===== config.mk =====
export PLATFORM = sky130hd
export DESIGN_NAME = frame_sync_ctrl
export DESIGN_NICKNAME = d
export VERILOG_FILES = /design/src/rtl/frame_sync_ctrl.sv
export SDC_FILE = /design/constraint.sdc
export NUM_CORES = 1
export LEC_CHECK = 0
export ABC_AREA = 1
export CORE_ASPECT_RATIO = 0.9
export CORE_MARGIN = 10
export CORE_UTILIZATION = 45
export CTS_CLUSTER_SIZE = 28
export DETAILED_ROUTE_END_ITERATION = 8
export GPL_ROUTABILITY_DRIVEN = 1
export GPL_TIMING_DRIVEN = 0
export PLACE_DENSITY = 0.78
export RECOVER_POWER = 25
export SYNTH_ARGS = -nofsm -noshare
export SYNTH_HDL_FRONTEND = slang
export SYNTH_SLANG_ARGS = --single-unit

===== constraint.sdc =====
create_clock -name clk -period 2.8 [get_ports clk]
set_clock_uncertainty 0.1 [all_clocks]
set_input_delay 0.56 -clock clk [delete_from_list [all_inputs] [get_ports clk]]
set_output_delay 0.56 -clock clk [all_outputs]
set_load 0.02 [all_outputs]

===== src/rtl/frame_sync_ctrl.sv =====
// Frame-boundary controller: shadows display updates and commits them on vsync,
// sequences the "DRINK!" blink and flags stale data. Option: FRAME_SYNC_VSYNC_SYNC_EN.
module frame_sync_ctrl #(
   parameter int unsigned BLINK_ON     = 30,
   parameter int unsigned BLINK_OFF    = 30,
   parameter int unsigned STALE_FRAMES = 255
) (
   input  logic        clk,
   input  logic        reset,
   input  logic        vsync,
   input  logic        upd_valid,
   output logic        upd_ready,
   input  logic [3:0]  upd_level,
   input  logic [15:0] upd_time,
   input  logic [7:0]  upd_total,
   input  logic        remind,
   output logic [3:0]  act_level,
   output logic [15:0] act_time,
   output logic [7:0]  act_total,
   output logic        text_on,
   output logic        frame_start,
   output logic        stale
);

   typedef enum logic [1:0] {
      ST_IDLE,
      ST_ON,
      ST_OFF
   } blink_state_e;

   localparam logic [7:0] ON_LAST   = 8'(BLINK_ON - 1);
   localparam logic [7:0] OFF_LAST  = 8'(BLINK_OFF - 1);
   localparam logic [7:0] STALE_MAX = 8'(STALE_FRAMES);

   logic         vsync_s;
   logic         vs_prev_q, vs_prev_d;
   logic         fall;
   logic         frame_start_q, frame_start_d;

   logic         pending_q, pending_d;
   logic [3:0]   pend_level_q, pend_level_d;
   logic [15:0]  pend_time_q, pend_time_d;
   logic [7:0]   pend_total_q, pend_total_d;
   logic [3:0]   act_level_q, act_level_d;
   logic [15:0]  act_time_q, act_time_d;
   logic [7:0]   act_total_q, act_total_d;
   logic [7:0]   stale_cnt_q, stale_cnt_d;

   blink_state_e state_q, state_d;
   logic [7:0]   bc_q, bc_d;

   logic         accept;
   logic         commit;

`ifdef FRAME_SYNC_VSYNC_SYNC_EN
   logic sync1_q, sync1_d, sync2_q, sync2_d;

   always_comb begin
      sync1_d = vsync;
      sync2_d = sync1_q;
      vsync_s = sync2_q;
   end

   // Synchronizer flops reset high so a low vsync at reset release is not a frame.
   always_ff @(posedge clk) begin
      if (reset) begin
         sync1_q <= 1'b1;
         sync2_q <= 1'b1;
      end else begin
         sync1_q <= sync1_d;
         sync2_q <= sync2_d;
      end
   end
`else
   always_comb begin
      vsync_s = vsync;
   end
`endif

   always_comb begin
      vs_prev_d     = vsync_s;
      fall          = vs_prev_q & ~vsync_s;
      frame_start_d = fall;
   end

   // Pending data wins over a simultaneous offer: ready is low while anything is held.
   always_comb begin
      pending_d    = pending_q;
      pend_level_d = pend_level_q;
      pend_time_d  = pend_time_q;
      pend_total_d = pend_total_q;
      act_level_d  = act_level_q;
      act_time_d   = act_time_q;
      act_total_d  = act_total_q;
      stale_cnt_d  = stale_cnt_q;

      accept = upd_valid & ~pending_q;
      commit = fall & pending_q;

      if (commit) begin
         act_level_d = pend_level_q;
         act_time_d  = pend_time_q;
         act_total_d = pend_total_q;
         pending_d   = 1'b0;
         stale_cnt_d = 8'd0;
      end else if (fall && (stale_cnt_q < STALE_MAX)) begin
         stale_cnt_d = stale_cnt_q + 8'd1;
      end

      if (accept) begin
         pend_level_d = upd_level;
         pend_time_d  = upd_time;
         pend_total_d = upd_total;
         pending_d    = 1'b1;
      end
   end

   always_comb begin
      state_d = state_q;
      bc_d    = bc_q;
      if (fall) begin
         case (state_q)
            ST_IDLE: begin
               if (remind) begin
                  state_d = ST_ON;
                  bc_d    = 8'd0;
               end
            end
            ST_ON: begin
               if (!remind) begin
                  state_d = ST_IDLE;
                  bc_d    = 8'd0;
               end else if (bc_q == ON_LAST) begin
                  state_d = ST_OFF;
                  bc_d    = 8'd0;
               end else begin
                  bc_d = bc_q + 8'd1;
               end
            end
            ST_OFF: begin
               if (!remind) begin
                  state_d = ST_IDLE;
                  bc_d    = 8'd0;
               end else if (bc_q == OFF_LAST) begin
                  state_d = ST_ON;
                  bc_d    = 8'd0;
               end else begin
                  bc_d = bc_q + 8'd1;
               end
            end
            default: begin
               state_d = ST_IDLE;
               bc_d    = 8'd0;
            end
         endcase
      end
   end

   always_ff @(posedge clk) begin
      if (reset) begin
         vs_prev_q     <= 1'b1;
         frame_start_q <= 1'b0;
         pending_q     <= 1'b0;
         pend_level_q  <= 4'd0;
         pend_time_q   <= 16'd0;
         pend_total_q  <= 8'd0;
         act_level_q   <= 4'd0;
         act_time_q    <= 16'd0;
         act_total_q   <= 8'd0;
         stale_cnt_q   <= 8'd0;
         state_q       <= ST_IDLE;
         bc_q          <= 8'd0;
      end else begin
         vs_prev_q     <= vs_prev_d;
         frame_start_q <= frame_start_d;
         pending_q     <= pending_d;
         pend_level_q  <= pend_level_d;
         pend_time_q   <= pend_time_d;
         pend_total_q  <= pend_total_d;
         act_level_q   <= act_level_d;
         act_time_q    <= act_time_d;
         act_total_q   <= act_total_d;
         stale_cnt_q   <= stale_cnt_d;
         state_q       <= state_d;
         bc_q          <= bc_d;
      end
   end

   always_comb begin
      upd_ready   = ~pending_q;
      act_level   = act_level_q;
      act_time    = act_time_q;
      act_total   = act_total_q;
      text_on     = (state_q == ST_ON);
      frame_start = frame_start_q;
      stale       = (stale_cnt_q == STALE_MAX);
   end

endmodule


### Yosys cells after proc, flatten, opt, wreduce, memory -nomap -nowiden

Index checks and enable logic that the tools add are counted.
W data, S select, Z words.

| storage, ports and cells | value |
|---|---|
| RAM bits | 0 |
| logic and storage cells | 46 |
| flip-flop bits (word level) | 77 |
| memories kept | 0 |
| memory bits (read-only) | 0 |
| bits in latches | 0 |

| cells by class | value |
|---|---|
| order comparisons | 1 |
| reduce and logical (&&, ||, !) cells | 7 |
| add/sub/neg operators | 2 |
| multipliers | 0 |
| bitwise gates (word level) | 5 |
| equality and inequality tests | 7 |
| shift-type cells | 0 |
| divide/modulo/power cells | 0 |
| muxes and demuxes | 12 |

Operators with widths:

| operator | count |
|---|---|
| $mux W8 | 3 |
| $add A8 B1 Y8 const B | 2 |
| $pmux W8 S2 | 1 |
| $mux W2 | 5 |
| $eq A8 B5 Y1 const B | 1 |
| $eq A8 B8 Y1 const B | 1 |
| $lt A8 B8 Y1 const B | 1 |
| $pmux W2 S3 | 1 |
| $reduce_and A4 Y1 | 1 |
| $reduce_or A2 Y1 | 2 |
| $and A1 B1 Y1 | 3 |
| $ne A3 B2 Y1 const B | 1 |
| $ne A3 B3 Y1 const B | 1 |
| $eq A2 B1 Y1 const B | 1 |
| $eq A2 B2 Y1 const B | 1 |
| $logic_not A2 Y1 | 1 |
| $mux W1 | 2 |
| $ne A2 B2 Y1 const B | 1 |
| $not A1 Y1 | 2 |
| $reduce_and A2 Y1 | 1 |
| $reduce_bool A2 Y1 | 1 |
| $logic_and A1 B1 Y1 | 1 |

### Longest topological paths before layout

| logic depth | value |
|---|---|
| depth after elaboration | 5 |
| mapped depth | 10 |
| gate-level depth less buffers | 10 |

### Worst setup path after synthesis

Ideal clock, no wire load.

| timing | value |
|---|---|
| path type | register to output |
| start | register stale_cnt_q[0] |
| end | output stale |
| data arrival time | 938 ps |
| slack | 1202 ps |
| stages on the path, launching flop included | 6 |
| path through | dfxtp_1 -> ha_1 -> nand2_1 -> nor2_2 -> nand2_2 -> inv_1 |

| between the ends | value |
|---|---|
| word-level cells in the longest chain between the ends | 1 |

RTL lines:

| item | RTL line | RTL |
|---|---|---|
| from (decl) | 47 | `logic [7:0] stale_cnt_q, stale_cnt_d;` |
| from (signal assigned) | 183 | `stale_cnt_q <= stale_cnt_d;` |
| $eq A8 B8 Y1 | 196 | `stale = (stale_cnt_q == STALE_MAX);` |
| to (decl) | 22 | `output logic stale` |

No other way between the ends.

### Worst setup path in the final report

Ends and elaborated chain as after synthesis.

==> results.md <==
- Drt via density: 4.97
- Hold-fix buffers, CTS: 0
- # fillers: 607
- Root buf cell: clkbuf_8
- Clk pin slew, worst setup/hold paths: 80 ps
- Wire per inst: 13.4 µm
- Worst EP required: 2140 ps
- Post-CTS Setup Inserts: 0
- WP buf/inv: 2
- Worst Path Arrival: 1930 ps
- Slew Viols, Final: 0
- Die Width: 108 µm
- RSZ-0062 raised after global routing: false
- H-tree lvl count: 3
- Vert. Die Dim: 99.4 µm
- Cells after Synth: 415
- Flops & latches, synth: 77
- Inserted Clock Buffers: 9
- Endpoints failing hold: 0
- ANT cells: 0
- Placeable Area: 6690 µm²
- GRT Total Usage: 14.5%
- Ratio of cells with drive above 1 in the final layout: 7.27%
- Final setup margin: 208 ps
- Clock buffer depth: 2
- CP max FO: 3
- CP startpoint kind: flop
- Skew-Pair Late Insertion Delay: 340 ps
- HPWL after DPL: 5710 µm
- Register area share after synthesis: 48.9%
- CTS tree: built
- Flop2flop setup slack: 950 ps
- Largest net degree at the start of global routing: 14
- Tcrit/Tclk final: 92.6%
- First-pass GRT wire length: 12,800 µm
- Number of stages on the worst hold path: 2
- Crit path max-delay cell type: clkdlybuf4s50_1
- Gpl congestion: 0.790
- Slew headroom: 66.1%
- Hold Path Origin: act_level[0]
- Power Dens Cells: 600 nW/µm²
- Final setup fails: 0
- Initial Util: 47.1%
- Drt pass-1 iters: 5
- CP delay by family, top: buffers and inverters
- Area growth from synthesis to layout: 30.8%
- CP cell instances: ha_1, nand2_1, nor2_2, nand2_2, inv_1, clkdlybuf4s50_1
- Final net count: 530
- Final Power: 2.47 mW
- Worst slew pin tran: 507 ps
- Ys Warns: 0
- Peak per-stage delay on the critical path: 610 ps
- Fin Hold WS: 361 ps
- Worst min-delay path endpoint: act_level[0]
- Die ar.: 10,700 µm²
- Lkg Pwr: 1.60 nW
- Buffers on Ports: 64
- 1st-iter DRT viols: 122
- Grt total ovfl: 0
- Top-Level Pins: 65
- Worst Hold Class: flop to flop
- CP endpoint kind: primary output
- Most used cells in the layout excluding fill and tap cells: nor2_1 (80), nand2_1 (79), dfxtp_1 (77)
- Status: complete, no violations
- Placed Instances: 569
- Residual DRC: 0
- Synth Net Count: 455
- R2r worst-path depth: 8
- Max cap viols: 0
- Post-Layout Cell Count: 585
- Reg2reg end: bc_q[2]
- Worst Setup Path Type: flop to primary output
- Crit path time final: 2590 ps
- Max VDD drop: 0.321 mV
- Via Count: 2,907
- Setup TNS: 0 ps
- Clock Sink Count: 77
- Vias in the first global route: 2,746
- Routed WL: 7810 µm
- Std-Cell Rows: 28
- Mean post-synth cell area: 7.59 µm²
- Post_cts resized: 0
- Dpl ws: 571 ps
- Routed Antenna Nets: 0
- Worst reg2reg path startpoint: state_q[0]
- Fmax: 0.386 GHz
- Synth cell types: 25
- Mapped cell area: 3150 µm²
- Most common cell after layout, fill and taps aside: nor2_1
- Initial antenna violation count: 0
==> cell type report <==
type | instances | area [µm²] | area share, %
repair buffers | 64 | 641 | 15.6
multi-input cells | 292 | 1370 | 33.4
plain buffers | 21 | 109 | 2.64
well taps | 90 | 113 | 2.73
flip-flops and latches | 77 | 1540 | 37.4
clock buffers | 10 | 138 | 3.34
inverters | 25 | 93.8 | 2.28
clock inverters | 6 | 110 | 2.67
==> cell families after synthesis <==
kind of cell    Yosys count  share of synthesized area, %
simple gates            206                          27.8
flops                    77                          48.9
compound gates           74                          12.0
buf+inv                  46                          7.03
fa+ha+maj                 7                          2.78
xor+xnor                  5                          1.39
==> Yosys cell counts, drive strengths merged <==
library cell  instances  area (µm²)
a21oi                39         195
nand4                 3        18.8
buf                  17         113
nand3                34         170
nor2                 83         332
clkbuf                4        15.0
nand3b                2        15.0
o211a                 1        10.0
inv                  25        93.8
nor3                  1        5.00
dfxtp                77        1540
o21ai                33         165
o21a                  1        7.51
xor2                  5        43.8
ha                    7        87.6
nand2                83         337
==> flip-flops by register name, indices dropped and copies added (netlist names) <==
name	flops
pend_total_q	8
act_total	8
state_q	2
act_time	16
pending_q	1
frame_start	1
act_level	4
pend_level_q	4
stale_cnt_q	8
pend_time_q	16
bc_q	8
vs_prev_q	1
==> through the flow <==
stage | instance area (µm²) | util, %
floorplan | 3150 | -
global route | 4120 | 61.6
finish | 4120 | 61.6
CTS | 4150 | 62.0
global placement | 3900 | 58.3
detailed placement | 3900 | 58.3
==> routing by layer <==
| layer | share of wire [%] | global-route usage, % |
|---|---|---|
| met5 | 0 | 0 |
| met4 | 0.65 | 3.80 |
| met3 | 8.6 | 5.74 |
| met2 | 47 | 23.5 |
| met1 | 44 | 17.5 |
==> worst register-to-register path, stage by stage, from the launching register on <==
cell and delay (ps):
dfxtp_1 400, inv_1 80, ha_1 190, inv_1 70
nor2_1 40, nor2_1 400, nand2_1 190, nand2_1 200
nor2_1 70
==> how the worst max path moves through the flow <==
stage | endpoint | from | slack (ps) | depth (start not counted)
after CTS | stale | stale_cnt_q[0] | 190 | 6
after global routing | stale | stale_cnt_q[0] | 90 | 6
after global placement | stale | stale_cnt_q[1] | 600 | 6
after detailed placement | stale | stale_cnt_q[0] | 570 | 6
final | stale | stale_cnt_q[0] | 210 | 6
after floorplan | stale | stale_cnt_q[0] | 1200 | 5
==> report_power, final <==
group / total, mW / switching [mW] / internal (mW) / leakage, nW
clock: 1.02 / 0.401 / 0.615 / 0.119
combinational: 0.278 / 0.159 / 0.119 / 0.852
sequential: 1.18 / 0.0302 / 1.15 / 0.629
total: 2.47 / 0.590 / 1.88 / 1.60
No activity file was read; power rests on OpenSTA's default activity.
==> RTL change (same flow settings) <==
Re-encode `blink_state_e` (3 states) as one-hot, 3 bits wide.
--- a/src/rtl/frame_sync_ctrl.sv
+++ b/src/rtl/frame_sync_ctrl.sv
@@ -23,8 +23,8 @@
 );
 
-   typedef enum logic [1:0] {
-      ST_IDLE,
-      ST_ON,
-      ST_OFF
+   typedef enum logic [2:0] {
+      ST_IDLE = 3'b001,
+      ST_ON   = 3'b010,
+      ST_OFF  = 3'b100
    } blink_state_e;
 
Formal check against the unedited RTL: no difference found for any inputs over 10 cycles, from zero or initial values and one cycle with reset high; not proved beyond that.
==> RTL change against the unedited design <==
Worst hold slack got worse by 0.82 ps. Design area rose by 0.49%. First-iteration DRC count rose by 65%. Sequential cell count rose by 1. Power fell by 2.9%. Wire length rose by 3.9%. Synthesized area rose by 2.1%. Setup slack improved by 27 ps. Largest cell class unchanged. Highest routed layer unchanged.
==> RTL change: results <==
metrics = {
    "layout": {
        "instances_no_fill": 601,
        "drive_above_1_share_pct": 6.50,
        "finalNetCount": 540,
        "antenna_cells": 0,
    },
    "setup_path": {
        "setup.worst_path.start": "pending_q",
        "cp_max_fo": 10,
        "r2r-start": "state_q[1]",
        "slowest_delay_ps": 550,
        "r2r_setup_slack_ps": 910,
        "critPathArrivalTime_ps": 1900,
        "r2r_cells": 7,
    },
    "placed_design": {
        "placed_cell_area_um2": 3970,
        "gp_congestion": 0.800,
        "portBuffers": 64,
        "dp.cells": 586,
        "dp_hpwl_um": 5970,
    },
    "synthesis": {
        "syn_avg_cell_area_um2": 7.49,
        "synth_nets": 465,
        "synth.yosys.seq_area_share_pct": 48.6,
        "yosys-top-cells-area": "dfxtp_1 49%, nand2_1 9.6%, nor2_1 9.5%",
        "ys_types": 26,
        "synth_top_cells_by_count": "82 x nand2_1, 81 x nor2_1, 78 x dfxtp_1",
    },
    "routing": {
        "post_drt_via_cell_ratio": 4.99,
        "post_drt_wl_per_cell_um": 13.5,
        "drt_iter0_markers": 201,
    },
    "global_routing": {
        "grt_pass1_vias": 2956,
        "met1_usage_pct": 17.4,
        "grt_start_max_net_pins": 13,
        "use_met2_pct": 26.2,
        "grt_usage_pct": 15.5,
    },
    "worst_hold_path": {
        "whs_endpoint": "act_time[14]",
        "hp-start": "act_time[14]",
    },
    "cts": {
        "cts.clk_slew.worst_paths_ps": 80,
    },
    "timing": {
        "finalHoldWorstSlack_ps": 360,
    },
    "outcome": {
        "status": "finished, final reports clean",
    },
    "pwr": {
        "p_leak_nw": 1.66,
        "vdd_ir_drop_max_v": 0.000359,
    },
}
## RTL change: cell types whose count changed in the layout (fill, tap and decap cells not counted), sizes merged, moves of 4 or more
cell	unedited run	this run
ha	7	3
nand3	34	42
nand2	83	89
inv	25	31
## RTL change: through the flow
step	worst slack, ps	util (%)	power (mW)
after floorplan	1210	-	1.39
after global placement	551	56.7	1.51
after detailed placement	546	56.7	1.52
after CTS	210	59.8	2.43
after global routing	118	59.1	2.50
final	235	59.1	2.40
## RTL change: cell type report
class | count | area [µm²]
clock inverter | 3 | 68.8
fill | 634 | 2860
multi-input combinational | 299 | 1360
sequential | 78 | 1560
tap | 93 | 116
clock buffer | 12 | 145
timing repair buffer | 64 | 641
inverter | 31 | 116
buffer | 21 | 126
## RTL change: cells by family after synthesis
kind of cell | synth area share, %
AO/OA/AOI/OAI | 11.2
flip-flops | 48.6
adder cells (fa/ha/maj) | 1.17
AND/OR/NAND/NOR | 30.4
XOR/XNOR | 0.818
buffers and inverters | 7.86
## RTL change: worst max path at each step
stage               depth (start not counted)  slack [ps]          end
detailed placement                          4         550  act_time[7]
floorplan                                   5        1210        stale
CTS                                         6         210        stale
global route                                6         120        stale
finish                                      4         240    upd_ready
global placement                            4         550  act_time[6]
## RTL change: worst reg2reg max path: stages (launching register included)
cell	delay (ps)
dfxtp_1	390
inv_1	90
nand3_2	100
nor2_4	40
nor2_1	560
nand2_1	170
nand2_1	260
nor2_1	90
## RTL change: where the power goes
group          switching, mW  internal (mW)
combinational          0.163          0.121
sequential            0.0318           1.16
clock                  0.397          0.524
## RTL change: metal layers
layer  share of wire (%)  vias to the layer above
met3                 7.3                       11
met5                   0                        -
met4                0.94                        0
met2                  50                       68
met1                  42                     1396
li1                    -                     1522
